$ cat src/rtl/vga_fb_arbiter.sv
// Single-port frame-buffer scheduler: display scan-out beats the clear engine,
// which beats the plotter writer. Also registers the fetched pixel into 3/3/2 RGB.
module vga_fb_arbiter #(
  parameter int         H_ACTIVE    = 640,
  parameter int         V_ACTIVE    = 480,
  parameter int         SCALE_SHIFT = 2,
  parameter int         FB_W        = 160,
  parameter int         FB_DEPTH    = 19200,
  parameter int         ADDR_W      = 15,
  parameter logic [7:0] CLEAR_COLOR = 8'h00
) (
  input  logic              clk,
  input  logic              rst_n,
  input  logic              pix,
  input  logic [9:0]        hPix,
  input  logic [9:0]        vPix,
  input  logic              wr_req,
  input  logic [ADDR_W-1:0] wr_addr,
  input  logic [7:0]        wr_data,
  output logic              wr_ack,
  input  logic              clr_req,
  output logic              clr_busy,
  output logic              clr_done,
  output logic [ADDR_W-1:0] fb_addr,
  output logic              fb_we,
  output logic [7:0]        fb_wdata,
  input  logic [7:0]        fb_rdata,
  output logic [2:0]        red,
  output logic [2:0]        green,
  output logic [1:0]        blue
);
  localparam logic [9:0]        H_ACT = 10'(H_ACTIVE);
  localparam logic [9:0]        V_ACT = 10'(V_ACTIVE);
  localparam logic [ADDR_W-1:0] DEPTH = ADDR_W'(FB_DEPTH);
  localparam logic [ADDR_W-1:0] LAST  = ADDR_W'(FB_DEPTH - 1);

  typedef enum logic [1:0] {IDLE, CLR_WAIT, CLR_RUN} state_t;

  state_t            state;
  logic [ADDR_W-1:0] clr_cnt;
  logic [ADDR_W-1:0] disp_addr;
  logic              active, disp_gnt, clr_gnt, wr_gnt;
  logic              disp_v, blank_v;

  assign active    = (hPix < H_ACT) && (vPix < V_ACT);
  assign disp_addr = ADDR_W'(32'(vPix >> SCALE_SHIFT) * FB_W + 32'(hPix >> SCALE_SHIFT));

  // Grants are gated by rst_n so nothing reaches the RAM while reset is held.
  assign disp_gnt = rst_n & pix & active;
  assign clr_gnt  = rst_n & ~disp_gnt & (state == CLR_RUN);
  assign wr_gnt   = rst_n & ~disp_gnt & (state == IDLE) & wr_req;

  assign wr_ack   = wr_gnt;
  assign clr_busy = (state != IDLE);

  always_comb begin
    fb_addr  = '0;
    fb_we    = 1'b0;
    fb_wdata = '0;
    if (disp_gnt) begin
      fb_addr = disp_addr;
    end else if (clr_gnt) begin
      fb_addr  = clr_cnt;
      fb_we    = 1'b1;
      fb_wdata = CLEAR_COLOR;
    end else if (wr_gnt) begin
      fb_addr  = wr_addr;
      fb_we    = (wr_addr < DEPTH);
      fb_wdata = wr_data;
    end
  end

  always_ff @(posedge clk or negedge rst_n) begin
    if (!rst_n) begin
      state    <= IDLE;
      clr_cnt  <= '0;
      clr_done <= 1'b0;
    end else begin
      clr_done <= 1'b0;
      unique case (state)
        IDLE:     if (clr_req) state <= CLR_WAIT;
        CLR_WAIT: if (vPix >= V_ACT) begin
          state   <= CLR_RUN;
          clr_cnt <= '0;
        end
        CLR_RUN:  if (clr_gnt) begin
          if (clr_cnt == LAST) begin
            state    <= IDLE;
            clr_cnt  <= '0;
            clr_done <= 1'b1;
          end else begin
            clr_cnt <= clr_cnt + 1'b1;
          end
        end
        default:  state <= IDLE;
      endcase
    end
  end

  // RAM read data lands one cycle after the strobe; blank strobes force black.
  always_ff @(posedge clk or negedge rst_n) begin
    if (!rst_n) begin
      disp_v  <= 1'b0;
      blank_v <= 1'b0;
      red     <= '0;
      green   <= '0;
      blue    <= '0;
    end else begin
      disp_v  <= pix & active;
      blank_v <= pix & ~active;
      if (disp_v) begin
        red   <= fb_rdata[7:5];
        green <= fb_rdata[4:2];
        blue  <= fb_rdata[1:0];
      end else if (blank_v) begin
        red   <= '0;
        green <= '0;
        blue  <= '0;
      end
    end
  end
endmodule

$ cat config.mk
export PLATFORM = sky130hd
export DESIGN_NAME = vga_fb_arbiter
export DESIGN_NICKNAME = d
export VERILOG_FILES = /design/src/rtl/vga_fb_arbiter.sv
export SDC_FILE = /design/constraint.sdc
export NUM_CORES = 1
export LEC_CHECK = 0
export CAP_MARGIN = 15
export CORE_UTILIZATION = 45
export CTS_BUF_LIST = sky130_fd_sc_hd__clkbuf_16
export CTS_CLUSTER_DIAMETER = 30
export DETAILED_ROUTE_END_ITERATION = 10
export GPL_TIMING_DRIVEN = 0
export HOLD_SLACK_MARGIN = 0.05
export MAX_ROUTING_LAYER = met4
export PLACE_DENSITY = 0.8
export RECOVER_POWER = 25
export SLEW_MARGIN = 20
export SYNTH_ARGS = -nofsm -noshare
export SYNTH_HDL_FRONTEND = slang
export SYNTH_SLANG_ARGS = --single-unit
$ cat constraint.sdc
create_clock -name clk -period 5.2 [get_ports clk]
set_input_delay 0.78 -clock clk [delete_from_list [all_inputs] [get_ports clk]]
set_output_delay 0.78 -clock clk [all_outputs]
set_load 0.005 [all_outputs]
==> flow_metrics.py, run 1 <==
metrics = {
    "cts": {
        "clockBufferDepth": 2,
        "cts-buffers-inserted": 3,
        "path_clk_slew_ps": 60,
        "cts.sink_count": 28,
        "h-tree-depth": 1,
        "cts_tree": "built",
        "cts_setup_buffers": 0,
        "cts_root_buffer": "clkbuf_16",
        "ctsResizeCount": 0,
        "hold_buffers": 0,
        "clk_latency_ps": 270,
    },
    "place": {
        "placed_cells": 407,
        "pre_cts_ws_ps": 580,
        "numPortBuffers": 86,
        "gp_congestion": 0.867,
        "place_area_sq_mm": 0.00319,
        "place_hpwl_mm": 4.75,
    },
    "hold_path": {
        "min_path_type": "flop to flop",
        "hold_depth": 1,
        "hold-path-endpoint": "state[0]",
        "hold_start": "state[1]",
    },
    "critical_path": {
        "crit_fanout": 3,
        "cpMaxStageDelayCell": "clkdlybuf4s50_1",
        "cp.required_ps": 4420,
        "cp_top_family": "buffers and inverters",
        "r2r-end": "clr_cnt[14]",
        "start_kind": "primary input",
        "reg2regPathDepth": 8,
        "critPathKind": "primary input to output port",
        "cp.depth": 12,
        "critPathBufInv": 3,
        "r2r_start": "clr_cnt[0]",
        "path_cells": "clkdlybuf4s50_1 > ha_1 > ha_1 > inv_1 > fa_1 > and2b_1 > o221ai_2 > or4b_1 > o311ai_1 > xor2_1 > o21ai_1 > clkdlybuf4s50_1",
        "worstSetupEndpointType": "output port",
        "max_stage_delay_ps": 550,
        "rrSetupSlack_ps": 3100,
        "cp_data_arrival_time_ps": 3830,
    },
    "pwr": {
        "max-vdd-ir-drop_v": 0.000199,
        "power_density_mw_per_mm2": 206,
        "leakage_nw": 1.37,
    },
    "detailed_routing": {
        "routed_via_density": 5.65,
        "wirelength_mm": 5.96,
        "first_pass_iters": 4,
        "drt_iter0_drc": 131,
        "vias": 2321,
        "wl_per_cell_microns": 14.5,
        "antenna_left": 0,
        "drc": 0,
    },
    "sta": {
        "max_freq_mhz": 217,
        "relSlewSlack_pct": -7.28,
        "rsz0062_at_grt": "no",
        "final-setup-viol-count": 0,
        "hold_viol": 0,
        "maxSlewViolCount": 32,
        "min_period_ps": 4610,
        "layout_setup_ws_ps": 589,
        "clock-skew-final_ps": 5.33,
        "layout_worst_path_cycle_share_pct": 88.7,
        "setup_tns_ps": 0,
        "worst_pin_slew_ps": 1610,
    },
    "floorplan": {
        "die_height_microns": 72.7,
        "coreArea_sq_mm": 0.00475,
        "die-area_sq_mm": 0.00528,
        "initial_core_util_pct": 47.3,
        "ios": 91,
        "std_cell_rows": 25,
        "die_x_microns": 72.7,
    },
    "grt": {
        "grt_max_degree": 32,
        "grt_antenna_before_repair": 0,
        "grt_pass1_wl_mm": 9.56,
        "track_usage_pct": 23.7,
        "grt-ovfl-total": 0,
        "grt_pass1_vias": 2066,
    },
    "synthesis": {
        "synthArstFlopShare_pct": 100,
        "synth_edf_count": 0,
        "synth_warnings": 0,
        "yosys_most_used_dff": "dfrtp_1",
        "netlist_instances": 254,
        "netlist_area_sq_mm": 0.00225,
        "synth_nets": 328,
        "synth_seq_cells": 28,
        "ys_types": 52,
        "netlist.area_leader.share_pct": 31.2,
        "synth_top_cell_by_area": "dfrtp_1",
        "post_synth.cell_area_avg_sq_um": 8.85,
        "yosys-top-cells-area": "dfrtp_1, ha_1, o21ai_0",
        "seq_area_frac_synth_pct": 31.2,
    },
    "run_status": {
        "violations": "capacitance limit, slew limit",
        "status": "complete, but fails checks",
    },
    "final_layout": {
        "syn2layout_area_growth_pct": 45.3,
        "antenna_cells": 0,
        "final_cell_mix": "clkdlybuf4s50_1, dfrtp_1, o21ai_0, inv_1",
        "regArea_sq_um": 701,
        "fin_area_sq_mm": 0.00326,
        "final_core_util_pct": 68.7,
        "nNetsFinal": 419,
        "layout.cells.non_filler": 411,
        "drive_gt1_share_pct": 4.94,
        "final_common_cell": "clkdlybuf4s50_1",
        "fillers": 422,
        "multi_input_area_sq_mm": 0.00140,
    },
    "run": {
        "max_cap_viol_count": 1,
    },
}
## cells in the mapped netlist (3+ instances only)
| cell type | n |
|---|---|
| nor2_1 | 16 |
| and2_1 | 13 |
| a221oi_1 | 6 |
| ha_1 | 16 |
| dfrtp_1 | 28 |
| nand2_1 | 11 |
| nor2b_1 | 5 |
| o21ai_0 | 23 |
| buf_6 | 4 |
| nand4_1 | 5 |
| and3_1 | 5 |
| a22oi_1 | 3 |
| a222oi_1 | 6 |
| xor2_1 | 6 |
| a31oi_1 | 3 |
| a21oi_1 | 12 |
| o21ai_1 | 3 |
| a22o_1 | 8 |
| inv_1 | 18 |
| xnor2_1 | 5 |
| nand3_1 | 5 |
| buf_2 | 4 |
| clkbuf_1 | 5 |
| o31ai_1 | 7 |
| nand2b_1 | 3 |
## state kept, by name (all words and copies together), names as in the netlist
register and cells:
red 3, disp_v 1, blank_v 1, clr_done 1, state 2, green 3
clr_cnt 15, blue 2
## area by class of cell
class | instances | share of cell area (%)
sequential | 28 | 21.5
timing repair buffer | 86 | 26.2
clock buffer | 3 | 2.30
clock inverter | 1 | 0.115
inverter | 18 | 2.07
multi-input combinational | 195 | 42.7
tap | 67 | 2.57
buffer | 13 | 2.57
## per-layer routing
metal | GRT usage (%) | share of wire, % | vias up
met5 | - | 0 | -
met4 | 4.14 | 0.57 | 0
met3 | 4.70 | 8.0 | 5
met2 | 39.1 | 46 | 92
met1 | 30.6 | 45 | 1089
li1 | - | - | 1135
## where the power goes
| group | internal [mW] | switching [mW] |
|---|---|---|
| clock network | 0.103 | 0.0736 |
| logic | 0.126 | 0.101 |
| registers | 0.241 | 0.0271 |
| total | 0.470 | 0.202 |
## worst max path at each step
stage | from | endpoint
2_1_floorplan | vPix[3] | fb_addr[14]
3_3_place_gp | rst_n | fb_wdata[3]
3_5_place_dp | vPix[5] | fb_addr[14]
4_1_cts | vPix[5] | fb_addr[14]
5_1_grt | rst_n | fb_we
6_report | vPix[5] | fb_addr[14]
## stage by stage
step / power [mW] / hold slack (ps)
after CTS: 0.675 / 489
after detailed placement: 0.498 / 477
after global routing: 0.711 / 504
final: 0.672 / 488
after floorplan: 0.387 / 455
after global placement: 0.495 / 479
## cells by family (layout without fill, tap and decap cells)
| logic type | Yosys count | in the layout | share of synthesized area (%) |
|---|---|---|---|
| compound gates | 85 | 85 | 26.4 |
| fa+ha+maj | 18 | 18 | 10.7 |
| xor+xnor | 11 | 11 | 4.29 |
| buf+inv | 31 | 121 | 6.74 |
| mux | 1 | 1 | 0.445 |
| flops | 28 | 28 | 31.2 |
| simple gates | 80 | 80 | 20.2 |
## worst reg2reg max path, cell delays in order (launching register included)
cell,delay [ps]
dfrtp_1,410
ha_1,200
and3_1,240
nand4_1,220
o21ai_2,290
buf_2,280
a41oi_1,70
o21ai_0,180
o31ai_1,90
No activity file was read; power rests on OpenSTA's default activity.
==> run 2: changes to the inputs <==
--- a/config.mk
+++ b/config.mk
@@ -6,6 +6,7 @@
 export NUM_CORES = 1
 export LEC_CHECK = 0
 export CAP_MARGIN = 15
+export CORE_MARGIN = 5
 export CORE_UTILIZATION = 45
 export CTS_BUF_LIST = sky130_fd_sc_hd__clkbuf_16
 export CTS_CLUSTER_DIAMETER = 30
@@ -15,7 +16,7 @@
 export MAX_ROUTING_LAYER = met4
 export PLACE_DENSITY = 0.8
 export RECOVER_POWER = 25
-export SLEW_MARGIN = 20
+export SLEW_MARGIN = 10
 export SYNTH_ARGS = -nofsm -noshare
 export SYNTH_HDL_FRONTEND = slang
 export SYNTH_SLANG_ARGS = --single-unit
==> run 2 against run 1 <==
Against the previous run:
- the run now ends clean
- global-route usage down 3.4 points
- sequential share of layout area down 0.18 points
- first-iteration DRC count up 40%
- critical path type unchanged
- highest routed layer unchanged
==> flow_metrics.py, run 2 (same netlist as run 1, synthesis figures left out) <==
metrics = {
    "run_status": {
        "status": "completed",
    },
    "critical_path": {
        "crit_fanout": 3,
        "rrSetupSlack_ps": 3090,
        "cp_top_family": "buffers and inverters",
        "cpMaxStageDelayCell": "clkdlybuf4s50_1",
        "cp_data_arrival_time_ps": 3840,
        "cp.required_ps": 4420,
        "start_kind": "primary input",
        "path_cells": "clkdlybuf4s50_1 > ha_1 > ha_1 > inv_1 > fa_1 > and2b_1 > o221ai_2 > or4b_1 > o311ai_1 > xor2_1 > o21ai_1 > clkdlybuf4s50_1",
        "critPathBufInv": 3,
        "worstSetupEndpointType": "output port",
        "max_stage_delay_ps": 540,
        "critPathKind": "primary input to output port",
    },
    "sta": {
        "relSlewSlack_pct": 54.5,
        "clock-skew-final_ps": 3.68,
        "rsz0062_at_grt": "no",
        "max_freq_mhz": 216,
        "layout_setup_ws_ps": 576,
        "hold_viol": 0,
        "min_period_ps": 4620,
        "maxSlewViolCount": 0,
        "layout_worst_path_cycle_share_pct": 88.9,
        "setup_tns_ps": 0,
        "worst_pin_slew_ps": 682,
        "hold_ws_ps": 493,
        "final-setup-viol-count": 0,
    },
    "cts": {
        "cts_setup_buffers": 0,
        "clk_latency_ps": 260,
        "h-tree-depth": 1,
        "cts-buffers-inserted": 3,
        "path_clk_slew_ps": 70,
        "cts.sink_count": 28,
        "hold_buffers": 0,
        "cts_root_buffer": "clkbuf_16",
        "cts_tree": "built",
        "clockBufferDepth": 2,
        "ctsResizeCount": 0,
    },
    "hold_path": {
        "min_path_type": "flop to flop",
    },
    "final_layout": {
        "largest_reg_flops": 15,
        "fin_area_sq_mm": 0.00329,
        "drive_gt1_share_pct": 5.52,
        "final_common_cell": "clkdlybuf4s50_1",
        "syn2layout_area_growth_pct": 46.5,
        "nNetsFinal": 419,
        "final_cell_mix": "clkdlybuf4s50_1, dfrtp_1, o21ai_0, inv_1",
        "final_core_util_pct": 68.8,
        "reg_top3": "clr_cnt (15), green (3), red (3)",
        "antenna_cells": 0,
        "top_register": "clr_cnt",
    },
    "pwr": {
        "leakage_nw": 1.38,
        "max-vdd-ir-drop_v": 0.000209,
        "power_density_mw_per_mm2": 219,
    },
    "grt": {
        "track_usage_pct": 20.4,
        "grt_antenna_before_repair": 0,
        "grt_max_degree": 32,
        "grt_pass1_vias": 2248,
        "grt_pass1_wl_mm": 10.4,
        "grt-ovfl-total": 0,
    },
    "detailed_routing": {
        "drc": 0,
        "first_pass_iters": 5,
        "drt_iter0_drc": 184,
        "wl_per_cell_microns": 15.8,
        "vias": 2355,
        "wirelength_mm": 6.48,
        "routed_via_density": 5.73,
        "antenna_left": 0,
    },
    "floorplan": {
        "initial_core_util_pct": 47.0,
        "die-area_sq_mm": 0.00651,
        "die_x_microns": 80.7,
        "coreArea_sq_mm": 0.00479,
        "die_height_microns": 80.7,
        "std_cell_rows": 25,
        "ios": 91,
    },
    "place": {
        "place_area_sq_mm": 0.00319,
        "gp_congestion": 0.868,
        "place_hpwl_mm": 5.10,
        "numPortBuffers": 86,
        "pre_cts_ws_ps": 560,
    },
    "run": {
        "max_cap_viol_count": 0,
    },
}
## run 2: cell types whose count changed in the layout (fill, tap and decap cells not counted), sizes merged
cell    delta
buf        +1
clkinv     -1
clkbuf     -1
bufinv     +1
## run 2: metrics by stage
step	total power, mW	cells
after floorplan	0.387	254
after global placement	0.491	407
after detailed placement	0.499	407
after CTS	0.726	411
after global routing	0.767	411
final	0.721	411
## run 2: final timing paths
| path | startpoint | endpoint | cells past startpoint |
|---|---|---|---|
| worst max-delay path | vPix[5] | fb_addr[14] | 12 |
| worst min-delay path | blue[1] | blue[1] | 1 |
| worst max register to register | clr_cnt[0] | clr_cnt[14] | 8 |
| worst min register to register | blue[1] | blue[1] | 1 |
| max in group asynchronous | rst_n | clr_cnt[0] | 1 |
| min in group asynchronous | rst_n | blue[0] | 1 |
## run 2: final cells by class
type / instances / area [sq um]
repair buffers: 86 / 856
multi-input cells: 195 / 1400
well taps: 67 / 83.8
clock buffers: 3 / 75.1
fillers: 386 / 1490
flip-flops and latches: 28 / 701
plain buffers: 13 / 83.8
inverters: 18 / 67.6
clock inverters: 1 / 30.0
## run 2: worst reg2reg max path, cell delays in order (launching register included)
cell	delay [ps]
dfrtp_1	420
ha_1	210
and3_1	260
nand4_1	210
o21ai_2	280
buf_2	280
a41oi_1	70
o21ai_0	170
o31ai_1	90
## run 2: layer usage
metal / vias up / wire length, microns / track usage [%]
met1: 1082 / 2810 / 27.3
met5: - / 0 / -
met3: 10 / 705 / 4.82
met2: 128 / 2880 / 31.5
li1: 1135 / - / -
met4: 0 / 78 / 4.05
## run 2: power breakdown
| group | total [mW] | internal (mW) | switching, mW |
|---|---|---|---|
| Sequential | 0.266 | 0.241 | 0.0248 |
| Clock | 0.225 | 0.153 | 0.0720 |
| Combinational | 0.229 | 0.126 | 0.103 |
